--- config.mk ---
export PLATFORM = sky130hd
export DESIGN_NAME = lvds_panel_sequencer
export DESIGN_NICKNAME = d
export VERILOG_FILES = /design/src/rtl/lvds_panel_sequencer.sv
export SDC_FILE = /design/constraint.sdc
export NUM_CORES = 1
export LEC_CHECK = 0
export ABC_AREA = 1
export BUFFER_PORTS_ARGS = -buffer_cell sky130_fd_sc_hd__clkbuf_2
export CORE_MARGIN = 1.5
export CORE_UTILIZATION = 30
export DETAILED_ROUTE_END_ITERATION = 8
export GPL_ROUTABILITY_DRIVEN = 0
export GPL_TIMING_DRIVEN = 0
export REMOVE_ABC_BUFFERS = 1
export SETUP_SLACK_MARGIN = 0.05
export SLEW_MARGIN = 40
export SYNTH_ARGS = -nofsm -noshare
export SYNTH_HDL_FRONTEND = slang
export SYNTH_SLANG_ARGS = --single-unit
--- constraint.sdc ---
create_clock -name i_clk -period 3 [get_ports i_clk]
set_input_delay 0.3 -clock i_clk [delete_from_list [all_inputs] [get_ports i_clk]]
set_output_delay 0.3 -clock i_clk [all_outputs]
set_load 0.01 [all_outputs]
--- src/rtl/lvds_panel_sequencer.sv ---
// Panel power/enable sequencer: walks VDD, LVDS datapath reset and backlight through
// the panel's power-on/off order, with frame-aligned backlight turn-on and PWM dimming.
module lvds_panel_sequencer #(
  parameter int unsigned CNT_W      = 27,
  parameter int unsigned T_VDD_LVDS = 514286,
  parameter int unsigned T_LVDS_BL  = 10285714,
  parameter int unsigned T_BL_LVDS  = 10285714,
  parameter int unsigned T_LVDS_VDD = 514286,
  parameter int unsigned T_OFF_MIN  = 51428571,
  parameter int unsigned T_ARM_TO   = 2000000,
  parameter int unsigned PWM_DIV    = 200
) (
  input  logic       i_clk,
  input  logic       i_reset,
  input  logic       i_enable,
  input  logic       i_pll_lock,
  input  logic       i_frame_start,
  input  logic [7:0] i_brightness,
  output logic       o_panel_vdd,
  output logic       o_lvds_resetn,
  output logic       o_bl_en,
  output logic       o_bl_pwm,
  output logic       o_ready,
  output logic       o_timing_fault,
  output logic [2:0] o_state
);

  localparam int unsigned PRE_W = (PWM_DIV > 1) ? $clog2(PWM_DIV) : 1;

  typedef enum logic [2:0] {
    S_OFF      = 3'd0,
    S_VDD      = 3'd1,
    S_LVDS     = 3'd2,
    S_ARM      = 3'd3,
    S_ON       = 3'd4,
    S_BL_OFF   = 3'd5,
    S_LVDS_OFF = 3'd6
  } state_t;

  state_t             r_state, w_state_nxt;
  logic [CNT_W-1:0]   r_dly, r_off, w_dly_load;
  logic [PRE_W-1:0]   r_pre, w_pre_nxt;
  logic [7:0]         r_step, w_step_nxt, r_bri, w_bri_nxt;
  logic               r_vdd, r_resetn, r_on, r_pwm, r_fault;
  logic               w_go, w_enter, w_enter_on, w_pre_wrap, w_fault_set;

  assign w_go       = i_enable & i_pll_lock;
  assign w_enter    = (w_state_nxt != r_state);
  assign w_enter_on = (w_state_nxt == S_ON) && (r_state != S_ON);

  // Next-state: go=0 outranks every forward transition, power-down runs to completion
  always_comb begin
    w_state_nxt = r_state;
    w_fault_set = 1'b0;
    case (r_state)
      S_OFF:      if (w_go && r_off == '0) w_state_nxt = S_VDD;
      S_VDD:      if (!w_go) w_state_nxt = S_LVDS_OFF;
                  else if (r_dly == '0) w_state_nxt = S_LVDS;
      S_LVDS:     if (!w_go) w_state_nxt = S_LVDS_OFF;
                  else if (r_dly == '0) w_state_nxt = S_ARM;
      S_ARM: begin
        if (!w_go) w_state_nxt = S_LVDS_OFF;
        else if (i_frame_start) w_state_nxt = S_ON;
        else if (r_dly == '0) begin
          w_state_nxt = S_ON;
          w_fault_set = 1'b1;
        end
      end
      S_ON:       if (!w_go) w_state_nxt = S_BL_OFF;
      S_BL_OFF:   if (r_dly == '0) w_state_nxt = S_LVDS_OFF;
      S_LVDS_OFF: if (r_dly == '0) w_state_nxt = S_OFF;
      default:    w_state_nxt = S_OFF;
    endcase
  end

  always_comb begin
    w_dly_load = '0;
    case (w_state_nxt)
      S_VDD:      w_dly_load = CNT_W'(T_VDD_LVDS - 1);
      S_LVDS:     w_dly_load = CNT_W'(T_LVDS_BL - 1);
      S_ARM:      w_dly_load = CNT_W'(T_ARM_TO - 1);
      S_BL_OFF:   w_dly_load = CNT_W'(T_BL_LVDS - 1);
      S_LVDS_OFF: w_dly_load = CNT_W'(T_LVDS_VDD - 1);
      default:    w_dly_load = '0;
    endcase
  end

  // PWM: step advances once per prescaler wrap; brightness only re-latched at period start
  always_comb begin
    w_pre_wrap = (r_pre == PRE_W'(PWM_DIV - 1));
    w_pre_nxt  = r_pre + PRE_W'(1);
    w_step_nxt = r_step;
    w_bri_nxt  = r_bri;
    if (w_enter_on) begin
      w_pre_nxt  = '0;
      w_step_nxt = '0;
      w_bri_nxt  = i_brightness;
    end else if (w_pre_wrap) begin
      w_pre_nxt = '0;
      if (r_step == 8'd254) begin
        w_step_nxt = '0;
        w_bri_nxt  = i_brightness;
      end else begin
        w_step_nxt = r_step + 8'd1;
      end
    end
  end

  always_ff @(posedge i_clk) begin
    if (i_reset) r_state <= S_OFF;
    else         r_state <= w_state_nxt;
  end

  // Outputs are decoded from the next state so they change together with o_state
  always_ff @(posedge i_clk) begin
    if (i_reset) begin
      r_off    <= CNT_W'(T_OFF_MIN - 1);
      r_vdd    <= 1'b0;
      r_resetn <= 1'b0;
      r_on     <= 1'b0;
      r_pwm    <= 1'b0;
      r_fault  <= 1'b0;
    end else begin
      if (w_enter && w_state_nxt == S_OFF) r_off <= CNT_W'(T_OFF_MIN - 1);
      else if (r_state == S_OFF && r_off != '0) r_off <= r_off - CNT_W'(1);
      r_vdd    <= (w_state_nxt != S_OFF);
      r_resetn <= (w_state_nxt == S_LVDS) || (w_state_nxt == S_ARM) ||
                  (w_state_nxt == S_ON)   || (w_state_nxt == S_BL_OFF);
      r_on     <= (w_state_nxt == S_ON);
      r_pwm    <= (w_state_nxt == S_ON) && (w_step_nxt < w_bri_nxt);
      r_fault  <= r_fault | w_fault_set;
    end
  end

  always_ff @(posedge i_clk) begin
    if (w_enter) r_dly <= w_dly_load;
    else if (r_dly != '0) r_dly <= r_dly - CNT_W'(1);
    r_pre  <= w_pre_nxt;
    r_step <= w_step_nxt;
    r_bri  <= w_bri_nxt;
  end

  assign o_panel_vdd    = r_vdd;
  assign o_lvds_resetn  = r_resetn;
  assign o_bl_en        = r_on;
  assign o_ready        = r_on;
  assign o_bl_pwm       = r_pwm;
  assign o_timing_fault = r_fault;
  assign o_state        = r_state;

endmodule

==> impl_metrics.ini <==
[outcome]
status = completed

[die]
rows = 45
die_h_microns = 129
start_util_pct = 30.9
pin_count = 22
chipWidth_microns = 129
core_area_sq_um = 15300
die-area_sq_um = 16500

[route]
vias_per_cell = 4.41
drc = 0
drt_iter0_drc = 217
detail_route.wl_per_cell_microns = 11.2
dr.pass1.iters = 5
routed_wl_microns = 9870
vias = 3875
ant_nets = 0

[global_route]
grt_max_degree = 28
gr-total-overflow = 0
grt_pass1_vias = 3460
grt_usage_pct = 12.3
antenna_found_initial = 0
grt_pass1_wl_microns = 16100

[clock_tree]
cts.sinks = 86
hold_buffers = 0
cts_root_buffer = clkbuf_16
cts_inserted_buffers = 9
clk_pin_slew_ps = 60
htreeDepth = 3
insertion_delay_ps = 350
cts_tree = done
clockBufferDepth = 2

[worst_setup_path]
endpoint_kind = flip-flop
required_ps = 3280
crit_start = r_dly[0]
timing.rr.start = r_dly[0]
cp-start-kind = flip-flop
endpoint = o_bl_pwm
r2r_slack_ps = 230
crit_type = reg2reg
timing.rr.end = o_bl_pwm
worst-path-max-fanout = 8
r2r_cells = 17
crit_arrival_ps = 3050

[placed_design]
dpl.cell_count = 845
portBuffers = 21
place_ws_ps = -656
dpl.hpwl_microns = 6870

[worst_hold_path]
holdPathStages = 3
min_path_type = in2reg

[timing]
hold_viol = 0
slew-limit-headroom_pct = 59.3
min_period_ps = 2770
drv_slew = 0
finalWorstSetupSlack_ps = 233
post-route-period-util_pct = 92.2
rsz0062_at_grt = no
final-setup-viol-count = 0
tightest_slew_ps = 608
clock_skew_ps = 8.18
fmax_ghz = 0.361
fin_hold_ws_ps = 187

[power_and_ir_drop]
powerDensity_nw_per_um2 = 788
power_mw = 4.41
p_leak_nw = 2.45
ir_drop_mv = 0.330

[synth]
synth_ff_type = dfxtp_1
synthSimpleGateAreaFrac_pct = 31.5
yosys-mux-area-fraction_pct = 0.212
ys.warnings.count = 0
synth_async_sr_flop_share_pct = 0
synthDistinctLibCells = 45
synth_top_family_by_area = simple AND/OR/NAND/NOR gates
syn-cell-area_sq_um = 4730
ys_ff_latch = 86
syn_inst = 620
seq_area_frac_synth_pct = 42.1
syn_avg_cell_area_sq_um = 7.63
synth-compound-area-share_pct = 8.06
synth_edf_count = 27
synth_adder_area_share_pct = 3.70
synth-xor-area-share_pct = 6.11

[layout]
num-nets-final = 690
layout_common_cells = nand2_1, nor2_1, inv_1
area_delta_synth_final_pct = 18.2
drive_gt1_share_pct = 17.5
antennaDiodeCount = 0
final_common_cell = nand2_1
instances_no_fill = 879
nFillCells = 1614
fin_util_pct = 36.5

[run]
drv_cap = 0
-- power breakdown --
group / internal, mW / total (mW) / switching [mW]
clock network: 0.644 / 1.11 / 0.464
registers: 1.52 / 1.72 / 0.203
logic: 0.597 / 1.58 / 0.985
-- metal layers --
metal | vias to the layer above | share of wire, % | global-route usage [%]
met5 | - | 0 | 0
met2 | 36 | 45 | 20.0
met4 | 0 | 1.7 | 5.88
met1 | 1738 | 50 | 15.6
met3 | 9 | 3.4 | 2.91
li1 | 2092 | - | -
-- cell families after synthesis --
kind of cell    after synthesis
compound gates               71
xor+xnor                     33
fa+ha+maj                    14
buf+inv                      99
flops                        86
mux                           1
simple gates                316
-- cell usage after synthesis (3+ instances only) --
| cell type | count | area (sq um) |
|---|---|---|
| a21oi_1 | 27 | 135 |
| and3_1 | 4 | 25.0 |
| dfxtp_1 | 59 | 1180 |
| edfxtp_1 | 27 | 811 |
| ha_1 | 14 | 175 |
| inv_1 | 84 | 315 |
| inv_2 | 7 | 26.3 |
| nand2_1 | 117 | 439 |
| nand2_2 | 7 | 43.8 |
| nand3_1 | 27 | 135 |
| nand3_2 | 4 | 40.0 |
| nand3b_1 | 3 | 22.5 |
| nand4_1 | 8 | 50.1 |
| nor2_1 | 91 | 342 |
| nor2_2 | 10 | 62.6 |
| nor3_1 | 15 | 75.1 |
| nor4_1 | 6 | 37.5 |
| o211ai_1 | 3 | 22.5 |
| o21ai_0 | 14 | 70.1 |
| o21ai_1 | 20 | 100 |
| or2_2 | 10 | 62.6 |
| xnor2_1 | 6 | 52.6 |
| xor2_1 | 27 | 236 |
-- final cells by class --
type                            count  area, sq um  area share [%]
Multi-Input combinational cell    437         2470            44.2
Sequential cell                    86         1990            35.6
Inverter                           92          348            6.22
Tap cell                          211          264            4.72
Clock buffer                       10          229            4.09
Timing Repair Buffer               37          225            4.03
Clock inverter                      6         61.3            1.10
-- per-stage QoR --
| stage | setup TNS, ps | area, sq um |
|---|---|---|
| final | 0 | 5590 |
| after global routing | 0 | 5590 |
| after CTS | 0 | 5410 |
| after detailed placement | -18590 | 5050 |
| after global placement | -30430 | 5050 |
| after floorplan | -3090 | 4680 |
-- worst max-delay path: stages (launching register included) --
cell and delay (ps):
edfxtp_1 400, inv_2 100, ha_1 160, nand3_1 120
nor2_4 140, nand3_4 120, nand2_1 100, nand3_1 70
nand2_1 100, nand2_4 100, nand3_4 140, nand2_4 90
or2_2 300, inv_1 90, ha_1 260, a21oi_1 150
o211ai_1 110, a21oi_1 130
-- worst min-delay path by stage --
stage,startpoint,end,slack (ps)
2_1_floorplan,i_reset,o_panel_vdd,370
6_report,i_brightness[5],r_bri[5],190
3_5_place_dp,r_pre[0],r_pre[0],440
5_1_grt,i_brightness[5],r_bri[5],190
4_1_cts,i_brightness[1],r_bri[1],180
3_3_place_gp,r_pre[0],r_pre[0],430
-- registers in the layout, summed over array words and instances (netlist names) --
name            flops
r_dly              27
o_timing_fault      1
o_lvds_resetn       1
o_bl_pwm            1
r_step              8
o_bl_en             1
o_panel_vdd         1
o_state             3
r_bri               8
r_off              27
r_pre               8
-- repair_timing --
action | CTS | global route
endpoints found under the setup margin | 36 | 51
pin swaps | 2 | 9
buffers inserted | 2 | 14
resized for setup | 8 | 21
cloned | 1 | 1
Note: power is estimated with default switching activity, not from simulation.
